===== config.mk =====
export PLATFORM = sky130hd
export DESIGN_NAME = adc_capture
export DESIGN_NICKNAME = d
export VERILOG_FILES = /design/src/rtl/adc_capture.sv
export SDC_FILE = /design/constraint.sdc
export NUM_CORES = 1
export LEC_CHECK = 0
export CAP_MARGIN = 30
export CORE_MARGIN = 5
export CORE_UTILIZATION = 35
export DETAILED_ROUTE_END_ITERATION = 8
export MAX_ROUTING_LAYER = met4
export PLACE_DENSITY = 0.56
export SLEW_MARGIN = 0
export SYNTH_ARGS = -nofsm -noshare
export SYNTH_HDL_FRONTEND = slang
export SYNTH_SLANG_ARGS = --single-unit

===== constraint.sdc =====
create_clock -name i_clk -period 6.6 [get_ports i_clk]
set_input_delay 0.66 -clock i_clk [delete_from_list [all_inputs] [get_ports i_clk]]
set_output_delay 0.66 -clock i_clk [all_outputs]
set_load 0.03 [all_outputs]

===== src/rtl/adc_capture.sv =====
// adc_capture: ADC clock generation, fixed-phase sampling, pipeline-latency skip and show-ahead FIFO.
// Define ADC_AVG4_EN to push the truncated mean of every 4 captures instead of each capture.
module adc_capture #(
    parameter int unsigned DATA_W     = 8,
    parameter int unsigned CLK_DIV    = 4,
    parameter int unsigned SKIP       = 3,
    parameter int unsigned FIFO_DEPTH = 16
) (
    input  logic                          i_clk,
    input  logic                          i_rst_n,
    input  logic                          i_en,
    input  logic [DATA_W-1:0]             i_ad_data,
    output logic                          o_adclk,
    output logic [DATA_W-1:0]             o_data,
    output logic                          o_valid,
    input  logic                          i_ready,
    output logic [$clog2(FIFO_DEPTH):0]   o_level,
    output logic                          o_overflow,
    input  logic                          i_clr_ovf,
    output logic [15:0]                   o_smp_cnt
);

    localparam int unsigned DIV_W  = $clog2(CLK_DIV);
    localparam int unsigned SKIP_W = (SKIP < 1) ? 1 : $clog2(SKIP + 1);
    localparam int unsigned PTR_W  = $clog2(FIFO_DEPTH);
    localparam int unsigned LVL_W  = PTR_W + 1;

    localparam logic [DIV_W-1:0] DIV_LAST = DIV_W'(CLK_DIV - 1);
    localparam logic [DIV_W-1:0] DIV_HALF = DIV_W'(CLK_DIV / 2);
    localparam logic [LVL_W-1:0] LVL_FULL = LVL_W'(FIFO_DEPTH);

    logic [DIV_W-1:0]  div_q, div_d;
    logic              adclk_q, adclk_d;
    logic [DATA_W-1:0] ad_q;
    logic [SKIP_W-1:0] skip_q, skip_d;
    logic              strobe, capture;

    logic              wr_req;
    logic [DATA_W-1:0] wr_data;
    logic              valid, pop, push, drop;
    logic [PTR_W-1:0]  wr_ptr_q, wr_ptr_d, rd_ptr_q, rd_ptr_d;
    logic [LVL_W-1:0]  level_q, level_d;
    logic              ovf_q, ovf_d;
    logic [15:0]       cnt_q, cnt_d;
    logic [DATA_W-1:0] mem [FIFO_DEPTH];

    // Divider output is registered so o_adclk lines up with div_q (high when div_q >= CLK_DIV/2).
    always_comb begin
        div_d = '0;
        if (i_en) begin
            div_d = (div_q == DIV_LAST) ? '0 : div_q + 1'b1;
        end
        adclk_d = i_en && (div_d >= DIV_HALF);
    end

    // First high-phase cycle: ad_q holds the pins from the last low-phase cycle.
    assign strobe  = i_en && (div_q == DIV_HALF);
    assign capture = strobe && (skip_q == '0);

    always_comb begin
        skip_d = skip_q;
        if (!i_en) begin
            skip_d = SKIP_W'(SKIP);
        end else if (strobe && (skip_q != '0)) begin
            skip_d = skip_q - 1'b1;
        end
    end

`ifdef ADC_AVG4_EN
    localparam int unsigned ACC_W = DATA_W + 2;

    logic [ACC_W-1:0] acc_q, acc_d, acc_sum;
    logic [1:0]       acc_n_q, acc_n_d;

    assign acc_sum = acc_q + ACC_W'(ad_q);

    always_comb begin
        acc_d   = acc_q;
        acc_n_d = acc_n_q;
        wr_req  = 1'b0;
        wr_data = acc_sum[ACC_W-1:2];
        if (!i_en) begin
            acc_d   = '0;
            acc_n_d = '0;
        end else if (capture) begin
            if (acc_n_q == 2'd3) begin
                acc_d   = '0;
                acc_n_d = '0;
                wr_req  = 1'b1;
            end else begin
                acc_d   = acc_sum;
                acc_n_d = acc_n_q + 1'b1;
            end
        end
    end

    always_ff @(posedge i_clk or negedge i_rst_n) begin
        if (!i_rst_n) begin
            acc_q   <= '0;
            acc_n_q <= '0;
        end else begin
            acc_q   <= acc_d;
            acc_n_q <= acc_n_d;
        end
    end
`else
    assign wr_req  = capture;
    assign wr_data = ad_q;
`endif

    assign valid = (level_q != '0);
    assign pop   = valid && i_ready;
    // A full FIFO still accepts a write when the head leaves in the same cycle.
    assign push  = wr_req && ((level_q != LVL_FULL) || pop);
    assign drop  = wr_req && !push;

    always_comb begin
        wr_ptr_d = push ? wr_ptr_q + 1'b1 : wr_ptr_q;
        rd_ptr_d = pop  ? rd_ptr_q + 1'b1 : rd_ptr_q;
        level_d  = level_q;
        if (push && !pop) begin
            level_d = level_q + 1'b1;
        end else if (pop && !push) begin
            level_d = level_q - 1'b1;
        end
        ovf_d = drop | (ovf_q & ~i_clr_ovf);
        cnt_d = push ? cnt_q + 16'd1 : cnt_q;
    end

    always_ff @(posedge i_clk or negedge i_rst_n) begin
        if (!i_rst_n) begin
            div_q    <= '0;
            adclk_q  <= 1'b0;
            ad_q     <= '0;
            skip_q   <= '0;
            wr_ptr_q <= '0;
            rd_ptr_q <= '0;
            level_q  <= '0;
            ovf_q    <= 1'b0;
            cnt_q    <= '0;
        end else begin
            div_q    <= div_d;
            adclk_q  <= adclk_d;
            ad_q     <= i_ad_data;
            skip_q   <= skip_d;
            wr_ptr_q <= wr_ptr_d;
            rd_ptr_q <= rd_ptr_d;
            level_q  <= level_d;
            ovf_q    <= ovf_d;
            cnt_q    <= cnt_d;
        end
    end

    always_ff @(posedge i_clk) begin
        if (push) begin
            mem[wr_ptr_q] <= wr_data;
        end
    end

    assign o_adclk    = adclk_q;
    assign o_valid    = valid;
    assign o_data     = valid ? mem[rd_ptr_q] : '0;
    assign o_level    = level_q;
    assign o_overflow = ovf_q;
    assign o_smp_cnt  = cnt_q;

endmodule


=== Word level (Yosys, flattened, before mapping) ===
Memory sizes are Yosys's and may differ from the RTL's.
Index checks and enable logic that the tools add are counted.

* $add $sub $neg: 7
* Order comparisons: 1
* Equal/unequal tests: 4
* Multiplexer cells: 9
* Bitwise logic cells: 3
* Reduce and logical (&&, ||, !) cells: 16

{| class="wikitable"
|+ Operators with widths
! kind !! number
|-
| adder 16 x 1 -> 16 bit (second input constant) || 1
|-
| two-way mux 5 bit || 2
|-
| logical AND 1 bit || 9
|-
| adder 4 x 1 -> 4 bit (second input constant) || 2
|-
| two-way mux 2 bit || 4
|-
| two-way mux 8 bit || 1
|-
| adder 5 x 1 -> 5 bit (second input constant) || 1
|-
| != test 5 bit (second input constant) || 1
|-
| nonzero test 5 bit || 1
|-
| subtractor 5 x 1 -> 5 bit (second input constant) || 1
|-
| equality test 2 bit (second input constant) || 2
|-
| nonzero test 2 bit || 2
|-
| adder 2 x 1 -> 2 bit (second input constant) || 1
|-
| greater-or-equal comparator 2 bit (second input constant) || 1
|-
| logical NOT 1 bit || 2
|-
| logical NOT 2 bit || 1
|-
| two-way mux 1 bit || 2
|-
| != test 2 x 1 -> 1 bit (second input constant) || 1
|-
| subtractor 2 x 1 -> 2 bit (second input constant) || 1
|-
| AND 1 bit || 1
|-
| logical OR 1 bit || 1
|-
| NOT 1 bit || 1
|-
| OR 1 bit || 1
|}

* Bits in registers: 43
* Memory bits (writable): 128
* Output and inout port bits: 32
* Memories: 1

{| class="wikitable"
|+ Memories
! name !! words !! width !! read ports !! clocked after memory_dff !! write ports !! RTL line !! text
|-
| mem || 16 || 8 || 1 || 0 || 1 || 45 || <nowiki>logic [DATA_W-1:0] mem [FIFO_DEPTH];</nowiki>
|}

=== Logic depth before layout (Yosys ltp) ===
Gate-level depths: netlist (run 1).

* Depth in word-level cells: 8
* Mapped depth: 13
* Gate-level depth less buffers: 12

=== Worst setup path after synthesis (run 1) ===
OpenSTA, ideal clock, no wires.

* Kind: reg-to-reg
* From: register o_adclk (netlist name)
* To: register level_q[4], in the netlist o_level[4]
* Setup time: 0.136 ns
* Data arrival time: 2.859 ns
* Path slack: 3.605 ns
* Stages on the path, launching flop included: 12
* Period minus slack after synthesis: 2.995 ns
* Path through: dfrtp_1 -> ha_1 -> nand3_1 -> a21o_1 -> inv_2 -> clkbuf_1 -> ha_1 -> inv_1 -> fa_1 -> a21o_1 -> a2111oi_0 -> o31ai_1

{| class="wikitable"
|+ RTL lines
! item !! RTL line !! text
|-
| end signal: assignment || 148 || <nowiki>level_q <= level_d;</nowiki>
|-
| end: declaration || 42 || <nowiki>logic [LVL_W-1:0] level_q, level_d;</nowiki>
|}

=== Worst setup path after layout (run 1) ===
* From: register rd_ptr_q[1]
* To: output o_data[0]

* Cells in the longest elaborated chain, start to end: 2

{| class="wikitable"
|+ Ends and longest elaborated chain
! item !! RTL line !! text
|-
| start: declaration || 41 || <nowiki>logic [PTR_W-1:0] wr_ptr_q, wr_ptr_d, rd_ptr_q, rd_ptr_d;</nowiki>
|-
| start signal: assignment || 147 || <nowiki>rd_ptr_q <= rd_ptr_d;</nowiki>
|-
| memory read (16 x 8 bit) || - ||
|-
| two-way mux 8 bit || 162 || <nowiki>assign o_data = valid ? mem[rd_ptr_q] : '0;</nowiki>
|-
| end: declaration || 14 || <nowiki>output logic [DATA_W-1:0] o_data,</nowiki>
|}

No other way between the ends.

==> metrics.cfg, run 1 <==
[critical_path]
cp_max_fo = 35
slowest_stage = mux4_1
critPathRequiredTime_ns = 5.94
cp.arrival_ns = 3.07
crit_chain = buf_4, mux4_1, mux2_2, o21ai_1, a21oi_1, clkdlybuf4s50_1
critPathLaunchType = flip-flop
r2r_slack_ns = 3.31
rr_worst_depth = 9
r2r_start = o_level[1]$_DFFE_PN0P_
crit_path_end_kind = primary output
critPathKind = flip-flop to primary output
reg2reg_to = o_level[4]$_DFFE_PN0P_
crit_path_max_incr_delay_ns = 0.67

[clock_network]
root_buffer = clkbuf_16
path_clk_slew_ns = 0.07
cts_resized = 0
cts.sinks = 170
cts_hold_buf = 0
post_cts_buffers = 0
cts_tree = built
cts_buffers = 17
htreeDepth = 4
clock_latency_ns = 0.42
clockBufferDepth = 2

[detailed_routing]
firstDrtPassIters = 5
final_antenna_net_count = 0
routed_via_density = 4.89
wl_per_cell_um = 19.4
drt-initial-drc-count = 144
wirelength_mm = 13.9
drc = 0
vias = 3496

[die]
rows = 51
core_mm2 = 0.0196
die_area_mm2 = 0.0229
die_w_um = 151
ios = 45
start_util = 0.357
die_h_um = 151

[sta]
worst_pin_slew_ns = 0.699
setup_viol = 0
fmax_mhz = 268
rsz0062_at_grt = false
slew_headroom = 0.531
drv_slew = 0
final-hold-violation-count = 0
min_period_ns = 3.73
fin_crit_sh = 0.565
skew_ns = 0.0110
setup_slack_ns = 2.87
tns_ns = 0

[logic_synthesis]
async_flop_share = 0.247
ys_seq_area_frac = 0.699
netlist.area_leader.share = 0.549
yosysTopAreaCell = edfxtp_1
syn_nets = 413
syn_inst = 386
synth_area_mm2 = 0.00700
ys_warn_count = 0
synth_cell_type_count = 40
synthTopCellsByArea = edfxtp_1 55%, dfrtp_1 15%, mux4_2 7.4%
synth-seq-cells = 170
ys.flop_type = edfxtp_1
synth.avg_cell_area_um2 = 18.1
synth_edf_count = 128

[placed_design]
io_buffers = 44
gp_congestion = 0.789
place_area_mm2 = 0.00766
dpl_worst_slack_ns = 2.94
dp_hpwl_mm = 9.02

[global_routing]
grt_pass1_vias = 3731
grt_usage = 0.136
grt_max_degree = 39
antenna_found_initial = 0
grt_pass1_wl_mm = 22.1
grt-ovfl-total = 0

[min_path]
min_path_type = input pin to asynchronous set/reset pin

[final_layout]
syn_to_final_growth_pct = 17.3
multiInputGateArea_mm2 = 0.00192
mostFrequentLayoutCells = 128 x edfxtp_1, 43 x clkdlybuf4s50_1, 42 x dfrtp_1, 23 x mux4_2, 20 x xnor2_1
nNetsFinal = 465
n_antenna_cell = 0
seqCellArea_mm2 = 0.00489
final_layout_size_suffix_gt1_frac = 0.151
final_common_cell = edfxtp_1
final_area_mm2 = 0.00821
fillers = 1783

[pwr]
powerDensity_mw_per_mm2 = 379
p_clk_frac = 0.299
p_int_mw = 2.15
ir_drop_mv = 0.193
combPwrFrac = 0.298
netSwitchingPower_mw = 0.966
seq_power_share = 0.403
p_leak_nw = 2.93
p_sw_frac = 0.310

[job]
drv_cap = 0

[run_status]
status = completed

critical path: cells and delay by family (launching register included):
family	cells	cell delay [ns]
multiplexers	2	0.95
flip-flops	1	0.32
AO/OA/AOI/OAI	2	0.25
buffers and inverters	2	1.10
cell type report:
cell class,instances,area share
clock buffer,19,0.0527
clock inverter,12,0.0142
multi-input combinational,192,0.234
sequential,170,0.596
timing repair buffer,49,0.0591
inverter,8,0.00366
tap,265,0.0404
per-layer routing:
layer	track usage	vias to the layer above	wire length, um
met5	-	-	0
met4	0.0381	0	115
met3	0.0324	9	491
met2	0.217	63	7080
met1	0.175	1808	6210
li1	-	1616	-
Yosys cell counts (all sizes together), types with 2 or more instances:
master    n
a21o      3
a21oi    10
and3     18
buf      11
clkbuf    5
dfrtp    42
edfxtp  128
ha       13
inv       8
mux2     11
mux2i     9
mux4     32
nand2    14
nand2b    2
nand3    12
nand4     5
nor2      6
nor2b     4
nor3      6
o21ai    12
xnor2    20
xor2      5
power groups by stage:
stage                     Sequential [mW]  Combinational [mW]  Clock [mW]
after floorplan                      1.28               0.694           0
after global placement               1.28               0.928           0
after detailed placement             1.28               0.938           0
after CTS                            1.25               0.943       0.956
after global routing                 1.26                1.00        1.00
final                                1.25               0.927       0.931
through the flow:
| stage | utilization | std cells | power (mW) | hold WS (ns) |
|---|---|---|---|---|
| floorplan | - | 386 | 1.97 | 0.364 |
| global placement | 0.390 | 683 | 2.20 | 0.454 |
| detailed placement | 0.391 | 684 | 2.21 | 0.464 |
| CTS | 0.419 | 715 | 3.15 | 0.0262 |
| global route | 0.419 | 715 | 3.27 | 0.0320 |
| finish | 0.419 | 715 | 3.11 | 0.0463 |
flip-flops by register name, indices dropped and copies added (netlist names):
name	flops
ad_q	8
div_q	1
mem	128
o_adclk	1
o_level	5
o_overflow	1
o_smp_cnt	16
rd_ptr_q	4
skip_q	2
wr_ptr_q	4
how the worst max path moves through the flow:
stage | start | to | slack (ns) | cells past startpoint
after detailed placement | i_en | o_level[4]$_DFFE_PN0P_ | 2.94 | 10
after global routing | rd_ptr_q[1]$_DFFE_PN0P_ | o_data[0] | 2.68 | 6
final | rd_ptr_q[1]$_DFFE_PN0P_ | o_data[0] | 2.87 | 6
after global placement | i_en | o_level[4]$_DFFE_PN0P_ | 3.04 | 10
after floorplan | o_adclk$_DFF_PN0_ | o_level[4]$_DFFE_PN0P_ | 3.61 | 11
after CTS | rd_ptr_q[1]$_DFFE_PN0P_ | o_data[0] | 2.80 | 6
cells by family (layout without fill, tap and decap cells):
family / count (synthesis) / after routing / share of synthesized area
flip-flops: 170 / 170 / 0.699
AND/OR/NAND/NOR: 71 / 71 / 0.0545
multiplexers: 52 / 52 / 0.138
AO/OA/AOI/OAI: 30 / 30 / 0.0243
XOR/XNOR: 25 / 25 / 0.0313
buffers and inverters: 24 / 88 / 0.0266
adder cells (fa/ha/maj): 14 / 14 / 0.0261
Power figures use the tool's default switching activity.
==> run 2, diff against run 1 <==
==> constraint.sdc (replaced) <==
create_clock -name i_clk -period 3.78 [get_ports i_clk]
set_input_delay 0.378 -clock i_clk [delete_from_list [all_inputs] [get_ports i_clk]]
set_output_delay 0.378 -clock i_clk [all_outputs]
set_load 0.03 [all_outputs]
==> metrics.cfg, run 2 (same netlist as run 1, synthesis figures left out) <==
[sta]
slew_headroom = 0.578  ; +0.0473
drv_slew = 0  ; unchanged
setup_viol = 0  ; unchanged
min_period_ns = 3.27
tns_ns = 0  ; unchanged
skew_ns = 0.00585  ; -0.00519 ns
worst_pin_slew_ns = 0.633  ; -0.0656 ns
fin_crit_sh = 0.866
final-hold-violation-count = 0  ; unchanged
fmax_mhz = 305
rsz0062_at_grt = false

[clock_network]
cts_tree = built
path_clk_slew_ns = 0.07  ; about the same
htreeDepth = 4  ; unchanged
cts.sinks = 170  ; unchanged
clock_latency_ns = 0.42  ; about the same
clockBufferDepth = 2  ; unchanged
post_cts_buffers = 0  ; unchanged
root_buffer = clkbuf_16
cts_buffers = 17  ; unchanged

[die]
die_h_um = 151  ; unchanged
start_util = 0.357  ; unchanged
ios = 45  ; unchanged
core_mm2 = 0.0196  ; unchanged
die_w_um = 151  ; unchanged
die_area_mm2 = 0.0229  ; unchanged
rows = 51  ; unchanged

[pwr]
ir_drop_mv = 0.381  ; +98%
p_clk_frac = 0.312  ; +0.013
p_sw_frac = 0.310  ; about the same
seq_power_share = 0.394  ; -0.009
netSwitchingPower_mw = 1.73  ; +79%
combPwrFrac = 0.294  ; -0.004
p_int_mw = 3.84  ; +79%
powerDensity_mw_per_mm2 = 672  ; +77%
p_leak_nw = 2.97  ; +1.4%

[critical_path]
crit_chain = buf_12, mux4_1, mux2_2, o21ai_1, a21oi_1, clkdlybuf4s50_1
crit_path_end_kind = primary output
r2r_slack_ns = 0.60  ; -2.71 ns
cp_max_fo = 35  ; unchanged
critPathRequiredTime_ns = 3.40  ; -2.54 ns
crit_buf_inv = 2  ; unchanged
critPathLaunchType = flip-flop
slowest_stage = clkdlybuf4s50_1
crit_path_max_incr_delay_ns = 0.63  ; -0.04 ns
critPathKind = flip-flop to primary output
cp.arrival_ns = 2.90  ; -0.17 ns
path_delay_family = buffers and inverters
rr_worst_depth = 9  ; unchanged
r2r_start = o_level[1]$_DFFE_PN0P_
reg2reg_to = o_level[4]$_DFFE_PN0P_

[placed_design]
place_area_mm2 = 0.00768  ; +0.26%
gp_congestion = 0.772  ; -2.2%
dp_hpwl_mm = 8.92  ; -1.0%
io_buffers = 44  ; unchanged

[final_layout]
nNetsFinal = 467  ; +0.43%
final_area_mm2 = 0.00828  ; +0.87%
mostFrequentLayoutCells = 128 x edfxtp_1, 43 x clkdlybuf4s50_1, 42 x dfrtp_1, 23 x mux4_2, 20 x xnor2_1
final_common_cell = edfxtp_1
syn_to_final_growth_pct = 18.3
largest_reg_flops = 128  ; unchanged
regMostFlops = mem
n_antenna_cell = 0  ; unchanged
utilization = 0.423  ; +0.00364
multiInputGateArea_mm2 = 0.00192  ; unchanged
fillers = 1764  ; -1.1%
seqCellArea_mm2 = 0.00489  ; unchanged
final_layout_size_suffix_gt1_frac = 0.157  ; +0.00562

[global_routing]
grt_max_degree = 36  ; -7.7%
grt_pass1_vias = 3762  ; +0.83%
grt_usage = 0.133  ; -0.00276
antenna_found_initial = 0  ; unchanged
grt_pass1_wl_mm = 21.6  ; -2.3%
grt-ovfl-total = 0  ; unchanged

[detailed_routing]
firstDrtPassIters = 4  ; -1
wl_per_cell_um = 19.2  ; -1.1%
vias = 3542  ; +1.3%
drt-initial-drc-count = 202  ; +40%
final_antenna_net_count = 0  ; unchanged
drc = 0  ; unchanged
wirelength_mm = 13.8  ; -0.72%
routed_via_density = 4.93  ; +0.89%

[job]
drv_cap = 0  ; unchanged

[run_status]
status = completed

[min_path]
min_path_type = input pin to asynchronous set/reset pin

## run 2: cell count changes in the layout (fill, tap and decap cells not counted), sizes merged
cell and delta:
clkinv +4, buf +1, clkbuf -2, dlygate4sd3 +1, clkinvlp -2, bufinv +1
## run 2: worst max-delay path by stage
| stage | from | endpoint | slack, ns | cells past startpoint |
|---|---|---|---|---|
| detailed placement | o_level[1]$_DFFE_PN0P_ | o_level[4]$_DFFE_PN0P_ | 0.62 | 9 |
| global route | o_level[0]$_DFFE_PN0P_ | o_level[4]$_DFFE_PN0P_ | 0.34 | 9 |
| CTS | rd_ptr_q[1]$_DFFE_PN0P_ | o_data[4] | 0.48 | 6 |
| floorplan | o_adclk$_DFF_PN0_ | o_level[4]$_DFFE_PN0P_ | 0.79 | 11 |
| global placement | o_level[1]$_DFFE_PN0P_ | o_level[4]$_DFFE_PN0P_ | 0.67 | 9 |
| finish | rd_ptr_q[1]$_DFFE_PN0P_ | o_data[0] | 0.51 | 6 |
## run 2: metrics by stage
| stage | setup slack (ns) | hold WS (ns) | total power [mW] | instances |
|---|---|---|---|---|
| detailed placement | 0.624 | 0.273 | 3.89 | 685 |
| CTS | 0.484 | 0.355 | 5.64 | 718 |
| floorplan | 0.785 | 0.0824 | 3.45 | 386 |
| global placement | 0.669 | 0.446 | 3.87 | 684 |
| finish | 0.506 | 0.361 | 5.56 | 718 |
| global route | 0.337 | 0.376 | 5.85 | 718 |
## run 2: metal layers
| metal | wire [um] | global-route usage | part of all wire |
|---|---|---|---|
| met1 | 6360 | 0.174 | 0.46 |
| met2 | 6760 | 0.209 | 0.49 |
| met3 | 550 | 0.0339 | 0.040 |
| met4 | 125 | 0.0354 | 0.0091 |
| met5 | 0 | - | 0 |
## run 2: worst reg2reg max path, cell delays in order, from the launching register on
cell	delay [ns]
dfrtp_1	0.45
nor4_2	0.44
nand2b_1	0.35
nand2_1	0.24
ha_1	0.24
inv_1	0.14
fa_1	0.43
a21o_1	0.20
a2111oi_0	0.42
o31ai_1	0.14
## run 2: power groups by stage
stage,clock (mW),sequential [mW],combinational [mW]
5_1_grt,1.87,2.21,1.77
2_1_floorplan,0,2.24,1.21
3_3_place_gp,0,2.22,1.64
3_5_place_dp,0,2.24,1.66
6_report,1.74,2.20,1.63
4_1_cts,1.78,2.20,1.67
## run 2: final cells by class
class / instances / area share
multi-input combinational: 192 / 0.232
tap: 265 / 0.0400
clock inverter: 15 / 0.0199
inverter: 8 / 0.00362
timing repair buffer: 51 / 0.0622
clock buffer: 17 / 0.0514
sequential: 170 / 0.591
## run 2: repair_timing
item | in CTS | in global routing
gates resized for setup | 0 | 0
hold endpoints to repair | 10 | 0
hold buffers | 1 | 0
==> run 3, diff against run 2 <==
--- a/config.mk
+++ b/config.mk
@@ -6,6 +6,7 @@
 export NUM_CORES = 1
 export LEC_CHECK = 0
 export CAP_MARGIN = 30
+export CORE_ASPECT_RATIO = 0.8
 export CORE_MARGIN = 5
 export CORE_UTILIZATION = 35
 export DETAILED_ROUTE_END_ITERATION = 8
==> metrics.cfg, run 3 (same netlist as run 1, synthesis figures left out) <==
[die]
die_area_mm2 = 0.0230  ; about the same
rows = 46  ; -9.8%
start_util = 0.355  ; -0.00274
die_w_um = 168  ; +11%
ios = 45  ; unchanged
core_mm2 = 0.0197  ; +0.77%
die_h_um = 137  ; -9.9%

[detailed_routing]
vias = 3516  ; -0.73%
final_antenna_net_count = 0  ; unchanged
routed_via_density = 4.90  ; -0.73%
drc = 0  ; unchanged
wl_per_cell_um = 19.1  ; -0.37%
firstDrtPassIters = 4  ; unchanged
drt-initial-drc-count = 201  ; -0.50%
wirelength_mm = 13.7  ; -0.37%

[critical_path]
crit_path_end_kind = primary output
critPathLaunchType = flip-flop
cp_max_fo = 32  ; -8.6%
cp.arrival_ns = 2.86  ; -0.04 ns
r2r_slack_ns = 0.68  ; +0.08 ns
critPathKind = flip-flop to primary output
critPathRequiredTime_ns = 3.40  ; about the same

[clock_network]
htreeDepth = 4  ; unchanged
post_cts_buffers = 0  ; unchanged
clock_latency_ns = 0.43  ; about the same
cts_tree = built
clockBufferDepth = 2  ; unchanged
cts.sinks = 170  ; unchanged
cts_buffers = 17  ; unchanged
path_clk_slew_ns = 0.06  ; about the same
root_buffer = clkbuf_16

[final_layout]
nNetsFinal = 468  ; +0.21%
utilization = 0.420  ; -0.00280
final_layout_size_suffix_gt1_frac = 0.154  ; -0.00255
syn_to_final_growth_pct = 18.4
n_antenna_cell = 0  ; unchanged
mostFrequentLayoutCells = 128 x edfxtp_1, 43 x clkdlybuf4s50_1, 42 x dfrtp_1, 23 x mux4_2, 20 x xnor2_1
final_common_cell = edfxtp_1
largest_reg_flops = 128  ; unchanged
regMostFlops = mem

[pwr]
p_sw_frac = 0.303  ; -0.00703
p_leak_nw = 2.97  ; about the same
p_clk_frac = 0.314  ; +0.002
ir_drop_mv = 0.438  ; +15%
seq_power_share = 0.395  ; about the same
p_int_mw = 3.87  ; +0.87%
combPwrFrac = 0.290  ; -0.004
powerDensity_mw_per_mm2 = 670  ; -0.25%
netSwitchingPower_mw = 1.69  ; -2.4%
power.total_mw = 5.56  ; -0.14%

[sta]
tns_ns = 0  ; unchanged
worst_pin_slew_ns = 0.623  ; -0.0101 ns
min_period_ns = 3.24  ; -0.0374 ns
slew_headroom = 0.585  ; +0.00672
skew_ns = 0.0118  ; +0.00594 ns
rsz0062_at_grt = false
final-hold-violation-count = 0  ; unchanged
fmax_mhz = 309  ; +1.2%
fin_crit_sh = 0.856  ; -0.00990
setup_viol = 0  ; unchanged
drv_slew = 0  ; unchanged

[global_routing]
grt_max_degree = 33  ; -8.3%
grt_usage = 0.133  ; +0.000592
grt_pass1_vias = 3753  ; -0.24%
antenna_found_initial = 0  ; unchanged
grt-ovfl-total = 0  ; unchanged
grt_pass1_wl_mm = 22.0  ; +2.1%

[run_status]
status = completed

[placed_design]
io_buffers = 44  ; unchanged
gp_congestion = 0.757  ; -1.9%
dp_hpwl_mm = 8.75  ; -2.0%

[job]
drv_cap = 0  ; unchanged

[min_path]
min_path_type = input pin to flip-flop

run 3: cell types whose count changed in the layout (fill, tap and decap cells not counted):
cell	before	now
clkinv_4	5	0
clkbuf_8	0	2
buf_4	4	5
clkbuf_1	0	1
clkinv_1	1	2
clkinv_2	1	0
clkinvlp_4	2	3
inv_6	3	4
run 3: critical path: stages, from the launching register on:
cell             delay, ns
dfrtp_1               0.42
buf_12                0.25
mux4_1                0.58
mux2_2                0.29
o21ai_1               0.15
a21oi_1               0.08
clkdlybuf4s50_1       0.64
run 3: power groups by stage:
stage	combinational (mW)	sequential, mW	clock, mW
3_3_place_gp	1.64	2.23	0
6_report	1.61	2.20	1.75
3_5_place_dp	1.64	2.24	0
5_1_grt	1.75	2.22	1.88
4_1_cts	1.65	2.20	1.79
2_1_floorplan	1.21	2.24	0
run 3: repair_timing:
action / in CTS / in global routing
hold endpoints to repair: 13 / 0
resized for setup: 0 / 0
hold buffers: 1 / 0
run 3: per-stage QoR:
step,cells,hold WS (ns),cell area (um2),worst slack [ns]
6_report,718,0.393,8290,0.544
3_5_place_dp,685,0.352,7690,0.605
3_3_place_gp,684,0.445,7670,0.743
5_1_grt,718,0.370,8290,0.363
4_1_cts,718,0.369,8290,0.448
2_1_floorplan,386,0.0824,7000,0.785
run 3: final cells by class:
| cell class | count | area (um2) |
|---|---|---|
| Clock buffer | 20 | 457 |
| Clock inverter | 12 | 136 |
| Fill cell | 1784 | 11400 |
| Inverter | 8 | 30.0 |
| Multi-Input combinational cell | 192 | 1920 |
| Sequential cell | 170 | 4890 |
| Tap cell | 264 | 330 |
| Timing Repair Buffer | 52 | 523 |
run 3: final timing paths:
path / end / start / depth (start not counted)
min in group asynchronous: o_level[3]$_DFFE_PN0P_ / i_rst_n / 2
max in group asynchronous: rd_ptr_q[1]$_DFFE_PN0P_ / i_rst_n / 3
worst min-delay path: ad_q[7]$_DFF_PN0_ / i_ad_data[7] / 1
worst max register to register: o_level[4]$_DFFE_PN0P_ / o_level[0]$_DFFE_PN0P_ / 10
worst max-delay path: o_data[7] / rd_ptr_q[1]$_DFFE_PN0P_ / 6
worst min register to register: div_q[0]$_DFF_PN0_ / div_q[0]$_DFF_PN0_ / 1
run 3: metal layers:
metal | track usage | up-vias | part of all wire
met4 | 0.0392 | 0 | 0.013
li1 | - | 1624 | -
met1 | 0.189 | 1803 | 0.48
met2 | 0.191 | 72 | 0.45
met5 | - | - | 0
met3 | 0.0361 | 17 | 0.052
